==> src/rtl/keypad_scanner.sv <==
// -----------------------------------------------------------------------------
// keypad_scanner
//
// Front end for a 4x4 active-low matrix keypad. It drives one column low at a
// time, samples the synchronized row lines once per scan tick, debounces the
// press and the release, and then emits one single-cycle key_valid strobe per
// physical press. The strobe carries a 4-bit key code and decoded class flags.
//
// Handshake: key_valid is a one-cycle, fire-and-forget strobe with no ready
// input. The consumer must sample key_code and the class flags on the cycle
// key_valid is high. Those outputs are then held until the next accept, so a
// consumer that reads them later still sees the last accepted key.
//
// Parameters
//   SCAN_DIV       clock cycles per scan tick (column dwell), >= 4
//   DEBOUNCE_TICKS consecutive stable ticks needed for press and release, >= 1
//
// Ports
//   clk        in   system clock
//   reset      in   asynchronous active-high reset
//   row_n[3:0] in   keypad rows, active-low, asynchronous to clk
//   col_n[3:0] out  column drive, one-hot active-low
//   key_valid  out  one-cycle strobe: new key accepted
//   key_code   out  code of the last accepted key
//   is_digit   out  key_code is 0..9
//   is_op      out  key_code is 0xA..0xD
//   is_equal   out  key_code is 0xF
//   is_clear   out  key_code is 0xE
//   key_down   out  high while a press is being debounced, emitted or released
// -----------------------------------------------------------------------------
module keypad_scanner #(
   parameter int SCAN_DIV       = 50000,
   parameter int DEBOUNCE_TICKS = 20
) (
   input  logic       clk,
   input  logic       reset,
   input  logic [3:0] row_n,
   output logic [3:0] col_n,
   output logic       key_valid,
   output logic [3:0] key_code,
   output logic       is_digit,
   output logic       is_op,
   output logic       is_equal,
   output logic       is_clear,
   output logic       key_down
);

   localparam int DW = (SCAN_DIV > 1) ? $clog2(SCAN_DIV) : 1;
   localparam int CW = $clog2(DEBOUNCE_TICKS + 1);
   localparam logic [DW-1:0] DIV_LAST = DW'(SCAN_DIV - 1);
   localparam logic [CW-1:0] DT_LAST  = CW'(DEBOUNCE_TICKS);

   typedef enum logic [1:0] {
      ST_SCAN     = 2'd0,
      ST_DEBOUNCE = 2'd1,
      ST_EMIT     = 2'd2,
      ST_RELEASE  = 2'd3
   } state_e;

   // State register is kept as a named enum so it can be observed and
   // bound to directly.
   state_e          state_q;

   logic [3:0]      row_meta_q;
   logic [3:0]      row_sync_q;
   logic [DW-1:0]   div_q;
   logic [CW-1:0]   cnt_q;
   logic [1:0]      col_idx_q;
   logic [3:0]      col_n_q;
   logic [1:0]      row_idx_q;
   logic            key_valid_q;
   logic [3:0]      key_code_q;
   logic            is_digit_q;
   logic            is_op_q;
   logic            is_equal_q;
   logic            is_clear_q;
   logic            key_down_q;

   logic            tick;
   logic            any_low;
   logic [1:0]      low_row;
   logic            latched_low;
   logic [CW-1:0]   cnt_inc;
   logic            accept;
   logic [3:0]      map_code;

   // Code of the key at the given row and column.
   function automatic logic [3:0] map_key(input logic [1:0] r, input logic [1:0] c);
      logic [3:0] code;
      code = 4'h0;
      case ({r, c})
         4'b00_00: code = 4'h1;
         4'b00_01: code = 4'h2;
         4'b00_10: code = 4'h3;
         4'b00_11: code = 4'hA;
         4'b01_00: code = 4'h4;
         4'b01_01: code = 4'h5;
         4'b01_10: code = 4'h6;
         4'b01_11: code = 4'hB;
         4'b10_00: code = 4'h7;
         4'b10_01: code = 4'h8;
         4'b10_10: code = 4'h9;
         4'b10_11: code = 4'hC;
         4'b11_00: code = 4'hE;
         4'b11_01: code = 4'h0;
         4'b11_10: code = 4'hF;
         4'b11_11: code = 4'hD;
         default:  code = 4'h0;
      endcase
      return code;
   endfunction

   // Two-flop synchronizer. It resets to "all released" so that a key held
   // through reset is seen as a fresh press afterwards.
   always_ff @(posedge clk or posedge reset) begin
      if (reset) begin
         row_meta_q <= 4'hF;
         row_sync_q <= 4'hF;
      end else begin
         row_meta_q <= row_n;
         row_sync_q <= row_meta_q;
      end
   end

   assign tick    = (div_q == DIV_LAST);
   assign any_low = ~&row_sync_q;
   assign cnt_inc = cnt_q + 1'b1;

   // When several rows are low in the column, the lowest row index wins.
   always_comb begin
      low_row = 2'd3;
      if (!row_sync_q[0])      low_row = 2'd0;
      else if (!row_sync_q[1]) low_row = 2'd1;
      else if (!row_sync_q[2]) low_row = 2'd2;
      else                     low_row = 2'd3;
   end

   assign latched_low = ~row_sync_q[row_idx_q];
   assign map_code    = map_key(row_idx_q, col_idx_q);

   // The press is accepted on the tick that brings the stable count to
   // DEBOUNCE_TICKS. The first term only matters when DEBOUNCE_TICKS is 1:
   // the detecting tick already counts as one stable sample, so the accept
   // happens on the very next cycle.
   assign accept = (state_q == ST_DEBOUNCE) &&
                   ((cnt_q >= DT_LAST) || (tick && latched_low && (cnt_inc == DT_LAST)));

   always_ff @(posedge clk or posedge reset) begin
      if (reset) begin
         state_q     <= ST_SCAN;
         div_q       <= '0;
         cnt_q       <= '0;
         col_idx_q   <= 2'd0;
         col_n_q     <= 4'b1110;
         row_idx_q   <= 2'd0;
         key_valid_q <= 1'b0;
         key_code_q  <= 4'h0;
         is_digit_q  <= 1'b0;
         is_op_q     <= 1'b0;
         is_equal_q  <= 1'b0;
         is_clear_q  <= 1'b0;
         key_down_q  <= 1'b0;
      end else begin
         div_q       <= tick ? '0 : div_q + 1'b1;
         key_valid_q <= 1'b0;

         case (state_q)
            ST_SCAN: begin
               if (tick) begin
                  if (any_low) begin
                     // Hold the current column and lock onto one row.
                     row_idx_q  <= low_row;
                     cnt_q      <= CW'(1);
                     key_down_q <= 1'b1;
                     state_q    <= ST_DEBOUNCE;
                  end else begin
                     col_idx_q <= col_idx_q + 2'd1;
                     col_n_q   <= {col_n_q[2:0], col_n_q[3]};
                  end
               end
            end

            ST_DEBOUNCE: begin
               if (accept) begin
                  key_valid_q <= 1'b1;
                  key_code_q  <= map_code;
                  is_digit_q  <= (map_code <= 4'h9);
                  is_op_q     <= (map_code >= 4'hA) && (map_code <= 4'hD);
                  is_equal_q  <= (map_code == 4'hF);
                  is_clear_q  <= (map_code == 4'hE);
                  state_q     <= ST_EMIT;
               end else if (tick) begin
                  if (latched_low) begin
                     cnt_q <= cnt_inc;
                  end else begin
                     // Bounce: abandon this press and move on to the next column.
                     cnt_q      <= '0;
                     col_idx_q  <= col_idx_q + 2'd1;
                     col_n_q    <= {col_n_q[2:0], col_n_q[3]};
                     key_down_q <= 1'b0;
                     state_q    <= ST_SCAN;
                  end
               end
            end

            ST_EMIT: begin
               cnt_q   <= '0;
               state_q <= ST_RELEASE;
            end

            ST_RELEASE: begin
               if (tick) begin
                  if (latched_low) begin
                     cnt_q <= '0;
                  end else if (cnt_inc == DT_LAST) begin
                     cnt_q      <= '0;
                     col_idx_q  <= col_idx_q + 2'd1;
                     col_n_q    <= {col_n_q[2:0], col_n_q[3]};
                     key_down_q <= 1'b0;
                     state_q    <= ST_SCAN;
                  end else begin
                     cnt_q <= cnt_inc;
                  end
               end
            end

            default: begin
               state_q <= ST_SCAN;
            end
         endcase
      end
   end

   assign col_n     = col_n_q;
   assign key_valid = key_valid_q;
   assign key_code  = key_code_q;
   assign is_digit  = is_digit_q;
   assign is_op     = is_op_q;
   assign is_equal  = is_equal_q;
   assign is_clear  = is_clear_q;
   assign key_down  = key_down_q;

endmodule

==> config.mk <==
export PLATFORM = sky130hd
export DESIGN_NAME = keypad_scanner
export DESIGN_NICKNAME = d
export VERILOG_FILES = /design/src/rtl/keypad_scanner.sv
export SDC_FILE = /design/constraint.sdc
export NUM_CORES = 1
export LEC_CHECK = 0
export ABC_CLOCK_PERIOD_IN_PS = 3200
export CORE_ASPECT_RATIO = 0.5
export CORE_MARGIN = 4
export CORE_UTILIZATION = 40
export DETAILED_ROUTE_END_ITERATION = 8
export SYNTH_ARGS = -nofsm -noshare
export SYNTH_HDL_FRONTEND = slang
export SYNTH_SLANG_ARGS = --single-unit
==> constraint.sdc <==
create_clock -name clk -period 3.2 [get_ports clk]
set_input_delay 0.48 -clock clk [delete_from_list [all_inputs] [get_ports clk]]
set_output_delay 0.48 -clock clk [all_outputs]
set_load 0.005 [all_outputs]
==> flow_summary.json <==
{
  "path_class": "flip-flop to flip-flop",
  "min_path_cells": 0,
  "status": "finished clean",
  "dieArea_um2": 7970,
  "setup_viol": 0,
  "grt_pass1_wl_um": 8710,
  "htree_levels": 2,
  "synth_top_family_by_area": "simple AND/OR/NAND/NOR gates",
  "drive_gt1_share_pct": 13.5,
  "die_w_um": 122,
  "antenna_cells": 0,
  "synth_xor_xnor_area_share_pct": 5.70,
  "numCtsBuffers": 5,
  "overflow": 0,
  "powerDensity_nw_per_um2": 416,
  "setup_slack_ns": 0.710,
  "grt_use_total_pct": 13.3,
  "syn-num-nets": 257,
  "vias_per_cell": 5.42,
  "grt_pass1_vias": 1842,
  "post_dp_cell_area_um2": 2840,
  "synthArstFlopShare_pct": 100,
  "synth_top_area_share_pct": 36.4,
  "max_freq_ghz": 0.402,
  "netlist_instances": 244,
  "drt_wl_total_um": 4980,
  "rsz0062_at_grt": "false",
  "cts_tree": "done",
  "post-route-period-util_pct": 77.8,
  "path_clk_slew_ns": 0.07,
  "worst-path-buf-inv": 1,
  "globalplace.congestion": 0.858,
  "syn_area_um2": 2610,
  "slew_violations": 0,
  "syn_to_final_growth_pct": 15.2,
  "synth-compound-area-share_pct": 11.7,
  "slew_headroom_pct": 34.3,
  "power_mw": 1.25,
  "cp_max_fo": 6,
  "num_io_pins": 20,
  "cellLeakagePower_nw": 1.24,
  "ys_types": 55,
  "synth-main-ff-cell": "dfrtp_1",
  "synth_seq_cells": 49,
  "finalNonFillerCells": 347,
  "clock_latency_ns": 0.28,
  "synthSimpleGateAreaFrac_pct": 19.2,
  "finClkSkew_ns": 0.00498,
  "synth_area_leaders": "dfrtp_1 (36%), dfstp_2 (11%), xnor2_1 (4.0%)",
  "core_region_area_um2": 6210,
  "cts.sinks": 49,
  "clockBufferDepth": 2,
  "reg2reg_depth": 6,
  "slowest_stage": "or4b_1",
  "vias": 1881,
  "cp.depth": 6,
  "pre_cts_ws_ns": 0.717,
  "cts_hold_buf": 0,
  "numPortBuffers": 19,
  "hold_viol_final": 0,
  "start_util_pct": 42.1,
  "drtIter0Drc": 102,
  "synth_edf_count": 0,
  "cp.required_ns": 3.37,
  "post_cts_buffers": 0,
  "antenna_left": 0,
  "crit_path_start_kind": "flip-flop",
  "setup_tns_ns": 0,
  "seqCellArea_um2": 1240,
  "hold_path.class": "flip-flop to flip-flop",
  "die_h_um": 65.1,
  "first_pass_iters": 4,
  "syn_avg_cell_area_um2": 10.7,
  "layout_commonest_cell": "dfrtp_1",
  "ctsResizeCount": 0,
  "grt_max_degree": 50,
  "nFillCells": 607,
  "fin_nets": 271,
  "synth_area_leader_cell": "dfrtp_1",
  "synth-adder-area-share_pct": 3.35,
  "row_count": 20,
  "route.detailed.drc": 0,
  "ir_drop_mv": 0.220,
  "critPathMaxStageDelay_ns": 0.74,
  "muxShareOfSynthArea_pct": 8.29,
  "antenna_found_initial": 0,
  "maxCapViolCount": 0,
  "synth-seq-area-share_pct": 47.5,
  "period_needed_ns": 2.49,
  "dp.cells": 339,
  "cp_top_family": "simple AND/OR/NAND/NOR gates",
  "worstMarginPinSlew_ns": 0.983,
  "multi_input_area_um2": 1260,
  "crit_arrival_ns": 2.66,
  "root_buffer": "clkbuf_16",
  "crit_chain": "ha_1, inv_2, nor4b_4, a21oi_1, or4b_1, mux2_4",
  "final_cell_mix": "dfrtp_1 (38), clkdlybuf4s50_1 (19), nor2_1 (15), nand2_1 (15), nand3_1 (14)",
  "wl_per_cell_um": 14.4,
  "endpoint_kind": "flip-flop",
  "yosys_warnings": 0,
  "dp_hpwl_um": 3540,
  "fin_area_um2": 3010
}
worst reg2reg max path, cell delays in order (launching register included):
cell and delay (ns):
dfrtp_1 0.42, ha_1 0.27, inv_2 0.09, nor4b_4 0.35, a21oi_1 0.14, or4b_1 0.74, mux2_4 0.37
where the power goes:
part	switching, mW	internal, mW	total, mW	leakage (nW)
Clock	0.225	0.370	0.594	0.0800
Sequential	0.00263	0.629	0.631	0.632
Combinational	0.0175	0.00883	0.0263	0.527
state kept, by name (all words and copies together), names as in the netlist, named ones only:
name,count
is_digit,1
is_op,1
is_equal,1
key_down,1
div_q,16
key_valid,1
cnt_q,5
state_q,1
col_n,4
row_idx_q,2
key_code,4
row_meta_q,4
is_clear,1
col_idx_q,2
row_sync_q,4
worst paths after layout:
check / startpoint / endpoint / slack [ns]
max in group asynchronous: reset / cnt_q[4]$_DFFE_PP0P_ / 1.85
min in group asynchronous: reset / div_q[15]$_DFF_PP0_ / 0.74
min reg2reg: row_meta_q[3]$_DFF_PP1_ / row_sync_q[3]$_DFF_PP1_ / 0.36
max reg2reg: cnt_q[0]$_DFFE_PP0P_ / col_n[0]$_DFFE_PP0P_ / 0.71
min: row_meta_q[3]$_DFF_PP1_ / row_sync_q[3]$_DFF_PP1_ / 0.36
max: cnt_q[0]$_DFFE_PP0P_ / col_n[0]$_DFFE_PP0P_ / 0.71
kinds of logic (layout without fill, tap and decap cells):
kind of cell	Yosys count	after routing
flops	49	49
compound gates	47	47
fa+ha+maj	7	7
xor+xnor	17	17
simple gates	85	85
buf+inv	22	37
mux	17	17
stage by stage:
step	hold WS, ns	util (%)
after floorplan	0.345	-
after global placement	0.346	45.7
after detailed placement	0.349	45.7
after CTS	0.356	48.5
after global routing	0.352	48.5
final	0.357	48.5
final cells by class:
class / instances / share of cell area [%]
Multi-Input combinational cell: 173 / 41.9
Timing Repair Buffer: 19 / 6.32
Sequential cell: 49 / 41.2
Clock inverter: 3 / 1.54
Clock buffer: 5 / 4.16
Inverter: 10 / 1.25
Tap cell: 88 / 3.66
layer usage:
metal,GRT usage (%),share of wire [%],up-vias
met2,22.8,47,33
li1,-,-,903
met5,0,0,-
met4,2.51,0.80,0
met1,17.8,48,938
met3,2.84,4.3,7
synthesized netlist by cell type, drive strengths merged, types with 2 or more instances:
cell,count
o31ai,3
buf,6
and4,4
a21oi,11
ha,7
o41ai,3
nor4b,3
and3,2
mux2i,4
nand2b,2
nor2,16
dfstp,11
o311ai,2
o22ai,4
nor3,4
a21boi,2
xor2,5
o21ai,15
mux2,12
nand2,15
nor4bb,2
nand3,14
xnor2,12
and2,3
nand4,9
nor2b,3
dfrtp,38
or2,4
inv,10
clkbuf,6
Note: power is estimated with default switching activity, not from simulation.
